[src/rtl/conv_scan_ctrl.sv]
// 3x3 convolution scan sequencer: walks the output pixels, issues nine tap reads each, writes engine results.
// Build option CONV_PAD_EN: zero-padded "same" output; default is "valid" output over interior centers.
module conv_scan_ctrl #(
  parameter int IMG_W  = 30,
  parameter int IMG_H  = 30,
  parameter int ADDR_W = 10
) (
  input  logic              clk,
  input  logic              rstb,
  input  logic              start,
  output logic              rom_en,
  output logic [ADDR_W-1:0] rom_addr,
  output logic              tap_valid,
  output logic              tap_zero,
  output logic [3:0]        tap_idx,
  output logic              tap_first,
  output logic              tap_last,
  input  logic              res_valid,
  output logic              wr_en,
  output logic [ADDR_W-1:0] wr_addr,
  output logic              busy,
  output logic              write_fin,
  output logic              write_fin_delay
);

  localparam int RW = $clog2(IMG_H + 1);
  localparam int CW = $clog2(IMG_W + 1);
`ifdef CONV_PAD_EN
  localparam int R_FIRST = 0;
  localparam int R_LAST  = IMG_H - 1;
  localparam int C_FIRST = 0;
  localparam int C_LAST  = IMG_W - 1;
`else
  localparam int R_FIRST = 1;
  localparam int R_LAST  = IMG_H - 2;
  localparam int C_FIRST = 1;
  localparam int C_LAST  = IMG_W - 2;
`endif
  localparam logic [ADDR_W-1:0] W_STEP     = ADDR_W'(IMG_W);
  localparam logic [ADDR_W-1:0] BASE_FIRST = ADDR_W'(R_FIRST * IMG_W);

  typedef enum logic [2:0] {
    S_IDLE,
    S_FETCH,
    S_WAIT,
    S_WRITE,
    S_DONE
  } state_t;

  state_t state_reg;
  state_t state_next;

  logic [RW-1:0]     row_reg;
  logic [CW-1:0]     col_reg;
  logic [ADDR_W-1:0] row_base_reg;
  logic [ADDR_W-1:0] out_reg;
  logic [3:0]        k_reg;
  logic [1:0]        kx_reg;
  logic [1:0]        ky_reg;

  logic              tap_valid_reg;
  logic [3:0]        tap_idx_reg;
  logic              tap_first_reg;
  logic              tap_last_reg;
  logic              fin_delay_reg;

  logic              in_fetch;
  logic              last_tap;
  logic              last_col;
  logic              last_pixel;
  logic              tap_inside;
  logic [ADDR_W-1:0] tap_base;
  logic [ADDR_W-1:0] tap_addr;

  assign in_fetch   = (state_reg == S_FETCH);
  assign last_tap   = (k_reg == 4'd8);
  assign last_col   = (col_reg == CW'(C_LAST));
  assign last_pixel = last_col && (row_reg == RW'(R_LAST));

  // State register
  always_ff @(posedge clk or negedge rstb) begin
    if (!rstb) begin
      state_reg <= S_IDLE;
    end else begin
      state_reg <= state_next;
    end
  end

  // Next-state logic
  always_comb begin
    state_next = state_reg;
    case (state_reg)
      S_IDLE:  if (start) state_next = S_FETCH;
      S_FETCH: if (last_tap) state_next = S_WAIT;
      S_WAIT:  if (res_valid) state_next = S_WRITE;
      S_WRITE: state_next = last_pixel ? S_DONE : S_FETCH;
      S_DONE:  state_next = S_IDLE;
      default: state_next = S_IDLE;
    endcase
  end

  // Output logic
  always_comb begin
    rom_en    = 1'b0;
    rom_addr  = '0;
    wr_en     = 1'b0;
    wr_addr   = '0;
    write_fin = 1'b0;
    busy      = (state_reg != S_IDLE);
    case (state_reg)
      S_FETCH: begin
        rom_en   = tap_inside;
        rom_addr = tap_inside ? tap_addr : '0;
      end
      S_WRITE: begin
        wr_en   = 1'b1;
        wr_addr = out_reg;
      end
      S_DONE:  write_fin = 1'b1;
      default: ;
    endcase
  end

  // Scan position: row base is kept as a running sum so no multiplier is needed.
  always_ff @(posedge clk or negedge rstb) begin
    if (!rstb) begin
      row_reg      <= '0;
      col_reg      <= '0;
      row_base_reg <= '0;
      out_reg      <= '0;
      k_reg        <= '0;
      kx_reg       <= '0;
      ky_reg       <= '0;
    end else begin
      case (state_reg)
        S_IDLE: begin
          if (start) begin
            row_reg      <= RW'(R_FIRST);
            col_reg      <= CW'(C_FIRST);
            row_base_reg <= BASE_FIRST;
            out_reg      <= '0;
            k_reg        <= '0;
            kx_reg       <= '0;
            ky_reg       <= '0;
          end
        end
        S_FETCH: begin
          if (last_tap) begin
            k_reg  <= '0;
            kx_reg <= '0;
            ky_reg <= '0;
          end else begin
            k_reg <= k_reg + 4'd1;
            if (kx_reg == 2'd2) begin
              kx_reg <= '0;
              ky_reg <= ky_reg + 2'd1;
            end else begin
              kx_reg <= kx_reg + 2'd1;
            end
          end
        end
        S_WRITE: begin
          out_reg <= out_reg + ADDR_W'(1);
          if (last_col) begin
            col_reg      <= CW'(C_FIRST);
            row_reg      <= row_reg + RW'(1);
            row_base_reg <= row_base_reg + W_STEP;
          end else begin
            col_reg <= col_reg + CW'(1);
          end
        end
        default: ;
      endcase
    end
  end

  // Tap address: the underflowed top-row value is never used because such taps are masked.
  always_comb begin
    tap_base = row_base_reg;
    if (ky_reg == 2'd0) begin
      tap_base = row_base_reg - W_STEP;
    end else if (ky_reg == 2'd2) begin
      tap_base = row_base_reg + W_STEP;
    end
    tap_addr = tap_base + ADDR_W'(col_reg) + ADDR_W'(kx_reg) - ADDR_W'(1);
  end

`ifdef CONV_PAD_EN
  logic tap_zero_reg;

  always_comb begin
    tap_inside = 1'b1;
    if ((row_reg == '0) && (ky_reg == 2'd0)) tap_inside = 1'b0;
    if ((row_reg == RW'(IMG_H - 1)) && (ky_reg == 2'd2)) tap_inside = 1'b0;
    if ((col_reg == '0) && (kx_reg == 2'd0)) tap_inside = 1'b0;
    if ((col_reg == CW'(IMG_W - 1)) && (kx_reg == 2'd2)) tap_inside = 1'b0;
  end

  always_ff @(posedge clk or negedge rstb) begin
    if (!rstb) begin
      tap_zero_reg <= 1'b0;
    end else begin
      tap_zero_reg <= in_fetch && !tap_inside;
    end
  end

  assign tap_zero = tap_zero_reg;
`else
  assign tap_inside = 1'b1;
  assign tap_zero   = 1'b0;
`endif

  // Tap sideband is delayed one cycle to line up with the ROM read data.
  always_ff @(posedge clk or negedge rstb) begin
    if (!rstb) begin
      tap_valid_reg <= 1'b0;
      tap_idx_reg   <= '0;
      tap_first_reg <= 1'b0;
      tap_last_reg  <= 1'b0;
      fin_delay_reg <= 1'b0;
    end else begin
      tap_valid_reg <= in_fetch;
      tap_idx_reg   <= in_fetch ? k_reg : 4'd0;
      tap_first_reg <= in_fetch && (k_reg == 4'd0);
      tap_last_reg  <= in_fetch && last_tap;
      fin_delay_reg <= (state_reg == S_DONE);
    end
  end

  assign tap_valid       = tap_valid_reg;
  assign tap_idx         = tap_idx_reg;
  assign tap_first       = tap_first_reg;
  assign tap_last        = tap_last_reg;
  assign write_fin_delay = fin_delay_reg;

endmodule

[config.mk]
export PLATFORM = sky130hd
export DESIGN_NAME = conv_scan_ctrl
export DESIGN_NICKNAME = d
export VERILOG_FILES = /design/src/rtl/conv_scan_ctrl.sv
export SDC_FILE = /design/constraint.sdc
export NUM_CORES = 1
export LEC_CHECK = 0
export ABC_AREA = 0
export CORE_ASPECT_RATIO = 1.75
export CORE_MARGIN = 2
export CORE_UTILIZATION = 57
export DETAILED_ROUTE_END_ITERATION = 8
export PLACE_DENSITY = 0.81
export SLEW_MARGIN = 20
export SYNTH_ARGS = -nofsm -noshare
export SYNTH_HDL_FRONTEND = slang
export SYNTH_SLANG_ARGS = --single-unit
[constraint.sdc]
create_clock -name clk -period 4.7 [get_ports clk]
set_input_delay 0.94 -clock clk [delete_from_list [all_inputs] [get_ports clk]]
set_output_delay 0.94 -clock clk [all_outputs]
set_load 0.005 [all_outputs]
==> reports/metrics.yaml <==
status: "finished, final reports clean"
cts_buffer_depth: 2
post-route-util: 0.724
grt_pass1_vias: 2748
drive_above_1_share: 0.156
fp.dieH_um: 103
final_max_slew_viol_count: 0
power_density_nw_per_um2: 764
htree_num_levels: 2
synth_edf_count: 0
grtUsageTotal: 0.257
synth_seq_area_share: 0.375
hold_viol_final: 0
ios: 37
relSlewSlack: 0.541
rsz0062_at_grt: "yes"
finalWirelength_mm: 7.25
worst-setup-path-type: "reg -> out"
cp-start-kind: "flip-flop"
dpl_worst_slack_ns: -0.107
worstMarginPinSlew_ns: 0.685
routedWlPerCell_um: 14.9
num_antenna_cells: 0
maxCapViolations: 0
crit_start: "row_base_reg[1]$_DFFE_PN0P_"
fin_crit_ns: 4.69
final_common_cell: "dfrtp_1"
rr_endpoint: "row_base_reg[9]$_DFFE_PN0P_"
die_w_um: 60.7
irDropWorstVdd_mv: 0.347
hold_class: "reg -> reg"
core-area_um2: 5500
rr_worst_depth: 6
cp.arrival_ns: 3.75
drtAntennaViolNets: 0
synth_top_area_frac: 0.375
antenna_found_initial: 0
min_delay_path_depth: 1
cp_max_fo: 3
drc: 0
dp_cells: 472
yosysUniqueCellTypes: 52
final_area_um2: 3980
required_ns: 3.76
yosys_warnings: 0
grt_max_degree: 49
root_buffer: "clkbuf_8"
final_cell_mix: "dfrtp_1 (48), nor2_1 (38), clkdlybuf4s50_1 (32), inv_1 (29), nand2_1 (25)"
leakagePower_nw: 1.80
yosys.area.top_type: "dfrtp_1"
finalWorstSetupSlack_ns: 0.00835
synth_area_leaders: "dfrtp_1 (37%), ha_1 (12%), nor2_1 (4.5%), inv_1 (3.7%), o21ai_1 (3.6%)"
setup_viol: 0
r2r-start: "state_reg[0]$_DFFE_PN0P_"
clock_latency_ns: 0.32
tritoncts: "built"
crit_end: "rom_addr[9]"
synth-seq-cells: 48
design.die.area_um2: 6260
critPathCaptureType: "primary output"
clock.fmax_mhz: 213
synth_area_per_cell_um2: 8.93
async_flop_share: 1.00
drtIter0Drc: 100
dp_hpwl_mm: 5.17
synth_cells: 359
synthFlopType: "dfrtp_1"
cts_sinks: 48
drt-pass1-iter-count: 5
via_count: 2719
area_growth_pct: 24.2
syn_nets: 396
period_share: 0.998
grt_pass1_wl_mm: 12.1
nets: 445
largest_reg_flops: 10
start_util: 0.583
routed_via_density: 5.61
gr-total-overflow: 0
cts.clk_slew.worst_paths_ns: 0.10
place_area_um2: 3690
gp_congestion: 0.822
rrSetupSlack_ns: 2.62
cts_buffers: 5
instances_no_fill: 485
numPortBuffers: 35
fin_skew_ns: 0.0157
synth_area_um2: 3200
num_rows: 36
logic make-up (layout without fill, tap and decap cells):
| family | count (synthesis) | after routing | share of synthesized area |
|---|---|---|---|
| other | 1 | 1 | 0.00117 |
| buffers and inverters | 48 | 98 | 0.0644 |
| XOR/XNOR | 19 | 19 | 0.0562 |
| flip-flops | 48 | 48 | 0.375 |
| adder cells (fa/ha/maj) | 33 | 33 | 0.134 |
| AO/OA/AOI/OAI | 84 | 84 | 0.166 |
| AND/OR/NAND/NOR | 126 | 126 | 0.204 |
through the flow:
step                setup TNS (ns)  hold WS, ns  power [mW]
finish                           0        0.485        3.04
global route                -0.304        0.513        3.32
CTS                              0        0.491        2.92
detailed placement          -0.107        0.469        2.56
global placement                 0        0.470        2.48
floorplan                        0        0.444        1.86
area by class of cell:
type / instances / area (um2)
Multi-Input combinational cell: 263 / 1930
Fill cell: 414 / 1510
Timing Repair Buffer: 56 / 514
Sequential cell: 48 / 1200
Clock inverter: 3 / 42.5
Tap cell: 76 / 95.1
Clock buffer: 5 / 68.8
Inverter: 34 / 128
critical path, stage by stage, from the launching register on:
cell and delay (ns):
dfrtp_1 0.40, inv_2 0.10, ha_4 0.13, or3b_4 0.40
a21oi_2 0.15, a41oi_1 0.07, xor2_1 0.20, inv_1 0.08
ha_1 0.29, ha_2 0.18, or3_4 0.37, or2_1 0.23
a31oi_1 0.18, xnor3_1 0.25, and2_1 0.16, dlygate4sd2_1 0.25
cell usage after synthesis, drive strengths merged (2+ instances only):
cell type  instances
o31ai              7
nand3              6
nand2b             7
nor2b              2
or3                4
buf                9
nand3b             2
o41ai              3
and4               3
nand4              9
and2              12
xnor2              7
clkbuf             5
nor3               3
nand2             25
inv               34
xor2              11
a21oi             17
a22o               3
o21ai             33
fa                 2
and3               8
dfrtp             48
ha                31
a31oi              6
nor2              40
o22ai              3
o21a               2
nor3b              2
o211ai             2
power breakdown:
part,leakage (nW),total [mW],internal [mW],switching (mW)
sequential,0.620,0.615,0.506,0.108
clock,0.0541,0.302,0.157,0.144
combinational,1.12,2.13,1.10,1.03
worst min-delay path by stage:
stage / start / endpoint
after floorplan: out_reg[9]$_DFFE_PN0P_ / out_reg[9]$_DFFE_PN0P_
after global placement: out_reg[9]$_DFFE_PN0P_ / out_reg[9]$_DFFE_PN0P_
after detailed placement: out_reg[9]$_DFFE_PN0P_ / out_reg[9]$_DFFE_PN0P_
after CTS: out_reg[9]$_DFFE_PN0P_ / out_reg[9]$_DFFE_PN0P_
after global routing: out_reg[9]$_DFFE_PN0P_ / out_reg[9]$_DFFE_PN0P_
final: out_reg[9]$_DFFE_PN0P_ / out_reg[9]$_DFFE_PN0P_
layer usage:
metal  global-route usage  wire length, um
met5                    0                0
met1                0.281             2840
met3               0.0336              174
met2                0.475             4010
met4                0.112              231
timing repair:
action                     in CTS  in global routing
hold buffers                    0                  0
gates resized for setup        17                 16
pin swaps                       7                 13
cloned                          0                  0
buffers inserted                4                  1
setup endpoints to repair       2                  5
Note: power is estimated with default switching activity, not from simulation.
==> patch 1: new RTL, same settings <==
Build with the macro `CONV_PAD_EN` defined.
--- a/src/rtl/conv_scan_ctrl.sv
+++ b/src/rtl/conv_scan_ctrl.sv
@@ -1,4 +1,6 @@
 // 3x3 convolution scan sequencer: walks the output pixels, issues nine tap reads each, writes engine results.
 // Build option CONV_PAD_EN: zero-padded "same" output; default is "valid" output over interior centers.
+`define CONV_PAD_EN
+
 module conv_scan_ctrl #(
   parameter int IMG_W  = 30,
Function: changed (a bounded check fails within 4 cycles, from zero or initial values and one cycle with rstb low).
==> patch 1 against the original RTL <==
Total power down 2.2%. Core utilization up 3.2 points. Routed wire length up 14%. Worst setup slack better by 0.051 ns. Sequential cell count up 1. Largest power group unchanged. Critical endpoint unchanged. Area after synthesis up 3.7%. Highest routed layer unchanged. Design area up 6.2%. Clock skew down 0.0065 ns.
==> patch 1: results (changes against the original RTL) <==
| Metric | Value |
|---|---|
| Most frequent cells after synthesis | dfrtp_1, o21ai_0, nand2_1, inv_1, ha_1 (was dfrtp_1, nor2_1, inv_1, ha_1, nand2_1) |
| GR Util met2 | 47.4% (was 47.5%) |
| Delay-heaviest family, CP | adder cells (was simple AND/OR/NAND/NOR gates) |
| Register area share after synthesis | 36.9% (was 37.5%) |
| R2R Setup Slk | 2.09 ns (was 2.62 ns) |
| 1st-pass router iterations | 6 (was 5) |
| Fmax | 215 MHz (was 213 MHz) |
| Met3 usage | 3.47% (was 3.36%) |
| Pleak | 1.98 nW (was 1.80 nW) |
| Routability cong. | 0.898 (was 0.822) |
| CP Max Fanout | 4 (was 3) |
| CP arrival | 3.70 ns (was 3.75 ns) |
| Clock Skews | 0.00917 ns (was 0.0157 ns) |
| Fin nets | 479 (was 445) |
| Status | finished, final reports clean (unchanged) |
| Tot Pwr | 2.98 mW (was 3.04 mW) |
| DRT iter0 DRCs | 82 (was 100) |
| Routed WL | 8.25 mm (was 7.25 mm) |
| DRT met1 WL | 3.04 mm (was 2.84 mm) |
| Detailed placement HPWL | 5.84 mm (was 5.17 mm) |
| Reg-to-Reg Start | state_reg[1] (was state_reg[0]) |
| Wire length on met3 | 290 µm (was 174 µm) |
| Synth Area in Compound Gates | 15.2% (was 16.6%) |
| Number of global-route vias before repair | 3022 (was 2748) |
| Logic pwr share | 69.5% (was 69.9%) |
| Max-slew headroom | 47.0% (was 54.1%) |
| Reg2reg end | row_base_reg[6] (was row_base_reg[9]) |
| Net Sw Power | 1.31 mW (was 1.28 mW) |
| Fin Hold WS | 0.496 ns (was 0.485 ns) |
| Layout cell share with drive strength beyond 1 | 19.7% (was 15.6%) |
| Syn nets | 420 (was 396) |
| Fillers | 423 (was 414) |
| Multiplexer share of the synthesized area | 0.942% (was 0%) |
[patch 1: cell count changes in the layout (fill, tap and decap cells not counted), moves of 9 or more]
cell / change
o21ai_1: -21
nand2_1: +13
nand3_1: +9
o21ai_0: +30
nor2_1: -12
buf_4: +14
[patch 1: timing repair]
item | 4_1_cts | 5_1_grt
endpoints found under the setup margin | 5 | 5
hold endpoints to repair | 0 | 0
buffers inserted | 3 | 0
pin swaps | 8 | 11
resized for setup | 27 | 27
[patch 1: through the flow]
step                instances  area (µm²)
floorplan                 381        3320
global placement          506        3920
detailed placement        506        3920
CTS                       517        4120
global route              517        4230
finish                    517        4230
[patch 1: final cells by class]
| class | count | area share [%] |
|---|---|---|
| Multi-Input combinational cell | 280 | 49.3 |
| Tap cell | 76 | 2.25 |
| Clock buffer | 5 | 1.63 |
| Sequential cell | 49 | 29.0 |
| Clock inverter | 3 | 0.503 |
| Timing Repair Buffer | 70 | 14.3 |
| Inverter | 34 | 3.02 |
==> patch 2: new RTL, same flow settings <==
Without the edit above. The output `write_fin_delay` loses its register stage (`fin_delay_reg` becomes a continuous assignment).
--- a/src/rtl/conv_scan_ctrl.sv
+++ b/src/rtl/conv_scan_ctrl.sv
@@ -218,5 +218,4 @@
       tap_first_reg <= 1'b0;
       tap_last_reg  <= 1'b0;
-      fin_delay_reg <= 1'b0;
     end else begin
       tap_valid_reg <= in_fetch;
@@ -224,7 +223,8 @@
       tap_first_reg <= in_fetch && (k_reg == 4'd0);
       tap_last_reg  <= in_fetch && last_tap;
-      fin_delay_reg <= (state_reg == S_DONE);
-    end
-  end
+    end
+  end
+
+  assign fin_delay_reg = (state_reg == S_DONE);
 
   assign tap_valid       = tap_valid_reg;
Check against the original RTL: same outputs for any inputs over 10 cycles, from zero or initial values and one cycle with rstb low; that may be too few to reach the edited logic, so the function may still have changed.
==> patch 2 against the original RTL <==
Total power down 0.53%. Area after synthesis down 1.5%. Count of clock-buffer cells in the layout up 1. Sequential cell count down 1. Design area down 2.5%. Routed wire length down 3.1%. Maximum frequency up 1.5%. Global-route usage down 0.93 points. Worst setup slack better by 0.068 ns. Critical endpoint is now rom_addr[8].
==> patch 2: results (changes against the original RTL) <==
| Metric | Value |
|---|---|
| Status | finished, final reports clean (unchanged) |
| CP arrival | 3.68 ns (was 3.75 ns) |
| Layout Cells excl Fill | 481 (was 485) |
| Max-slew headroom | 41.5% (was 54.1%) |
| Non-clk buf share | 11.7% (was 12.9%) |
| Non-CTS buffers | 49 (was 56) |
| Largest register FFs | 10 (unchanged) |
| Post-synthesis cell count | 362 (was 359) |
| # H-tree levels | 2 (unchanged) |
| Setup repair bufs after CTS | 3 (was 4) |
| Peak VDD IR | 0.447 mV (was 0.347 mV) |
| Pleak | 1.77 nW (was 1.80 nW) |
| Routability cong. | 0.818 (was 0.822) |
| Crit-path slowest cell | clkdlybuf4s50_1 (was dfrtp_1) |
| Synth Area in Adders | 13.6% (was 13.4%) |
| Post-CTS resize count | 18 (was 17) |
| Register bit total from synthesis | 47 (was 48) |
| Largest net degree at the start of global routing | 48 (was 49) |
| Multi-input combinational area share | 49.6% (was 48.5%) |
| CTS max path bufs | 2 (unchanged) |
| Clock Skews | 0.00467 ns (was 0.0157 ns) |
| Non-clock inverter total of the final layout | 36 (was 34) |
| Gr usage total | 24.7% (was 25.7%) |
| # placed instances | 469 (was 472) |
| Number of global-route vias before repair | 2751 (was 2748) |
| Fillers | 400 (was 414) |
| DRT iter0 DRCs | 76 (was 100) |
| Detailed placement HPWL | 4.87 mm (was 5.17 mm) |
| Ys Warns | 0 (unchanged) |
| Clk cell area share | 2.55% (was 2.80%) |
| Multi-In Gates | 267 (was 263) |
| XOR/XNOR share of the synthesized area | 5.95% (was 5.62%) |
| Crit-path max cell delay | 0.52 ns (was 0.40 ns) |
| Sw Share | 42.9% (was 42.1%) |
| DR vias/cell | 5.69 (was 5.61) |
| Most frequent cells after synthesis | dfrtp_1, o21ai_0, inv_1, nor2_1, nand2_1 (was dfrtp_1, nor2_1, inv_1, ha_1, nand2_1) |
| WL/cell | 14.6 µm (was 14.9 µm) |
| Count of cell types in the netlist | 45 (was 52) |
| Syn nets | 399 (was 396) |
| Synth Area in Compound Gates | 15.5% (was 16.6%) |
| Layout cell share with drive strength beyond 1 | 12.3% (was 15.6%) |
| Synth area leaders | dfrtp_1, ha_1, o21ai_0 (was dfrtp_1, ha_1, nor2_1) |
| 1st-pass router iterations | 4 (was 5) |
| Register area share after synthesis | 37.3% (was 37.5%) |
| Fin nets | 443 (was 445) |
| HP Class | reg2reg (unchanged) |
| CP Max Fanout | 4 (was 3) |
| CLK BUF | 6 (was 5) |
| Sequential cell area share | 30.3% (was 30.2%) |
| Multiplexer share of the synthesized area | 0.317% (was 0%) |
| First-pass GRT wire length | 11.8 mm (was 12.1 mm) |
| Worst-skew pair later-pin latency | 0.30 ns (was 0.32 ns) |
| Port Buffers | 35 (unchanged) |
patch 2: power groups by stage:
stage	Combinational [mW]	Clock (mW)	Sequential (mW)
2_1_floorplan	1.20	0	0.571
3_3_place_gp	1.74	0	0.600
3_5_place_dp	1.78	0	0.607
4_1_cts	1.95	0.268	0.598
5_1_grt	2.42	0.282	0.616
6_report	2.16	0.264	0.601
patch 2: per-layer routing:
| layer | part of all wire [%] | track usage (%) | vias to the layer above |
|---|---|---|---|
| met3 | 3.0 | 2.91 | 15 |
| met5 | 0 | 0 | - |
| li1 | - | - | 1322 |
| met4 | 3.0 | 12.3 | 0 |
| met1 | 39 | 27.2 | 1331 |
| met2 | 55 | 45.0 | 70 |
patch 2: path summary, 6_finish.rpt:
path	from	end	slack, ns	cells after the start
max in group asynchronous	rstb	state_reg[0]	3.66	1
worst max register to register	state_reg[0]	row_base_reg[8]	2.15	5
worst max-delay path	ky_reg[0]	rom_addr[8]	0.08	16
min in group asynchronous	rstb	row_reg[0]	0.63	1
worst min-delay path	out_reg[9]	out_reg[9]	0.49	1
worst min register to register	out_reg[9]	out_reg[9]	0.49	1
patch 2: worst max-delay path: cells and delay by family, from the launching register on:
family | cells | cell delay, ns
buffers and inverters | 4 | 0.85
adder cells (fa/ha/maj) | 3 | 0.81
AND/OR/NAND/NOR | 3 | 0.50
AO/OA/AOI/OAI | 4 | 0.48
flip-flops | 1 | 0.40
XOR/XNOR | 2 | 0.35
patch 2: per-stage QoR:
step | area, µm² | hold WS [ns] | setup WS, ns
finish | 3880 | 0.493 | 0.0765
CTS | 3800 | 0.493 | 0.0975
global placement | 3600 | 0.467 | 0.0543
global route | 3880 | 0.534 | -0.0733
floorplan | 3160 | 0.444 | 0.543
detailed placement | 3600 | 0.477 | -0.0592
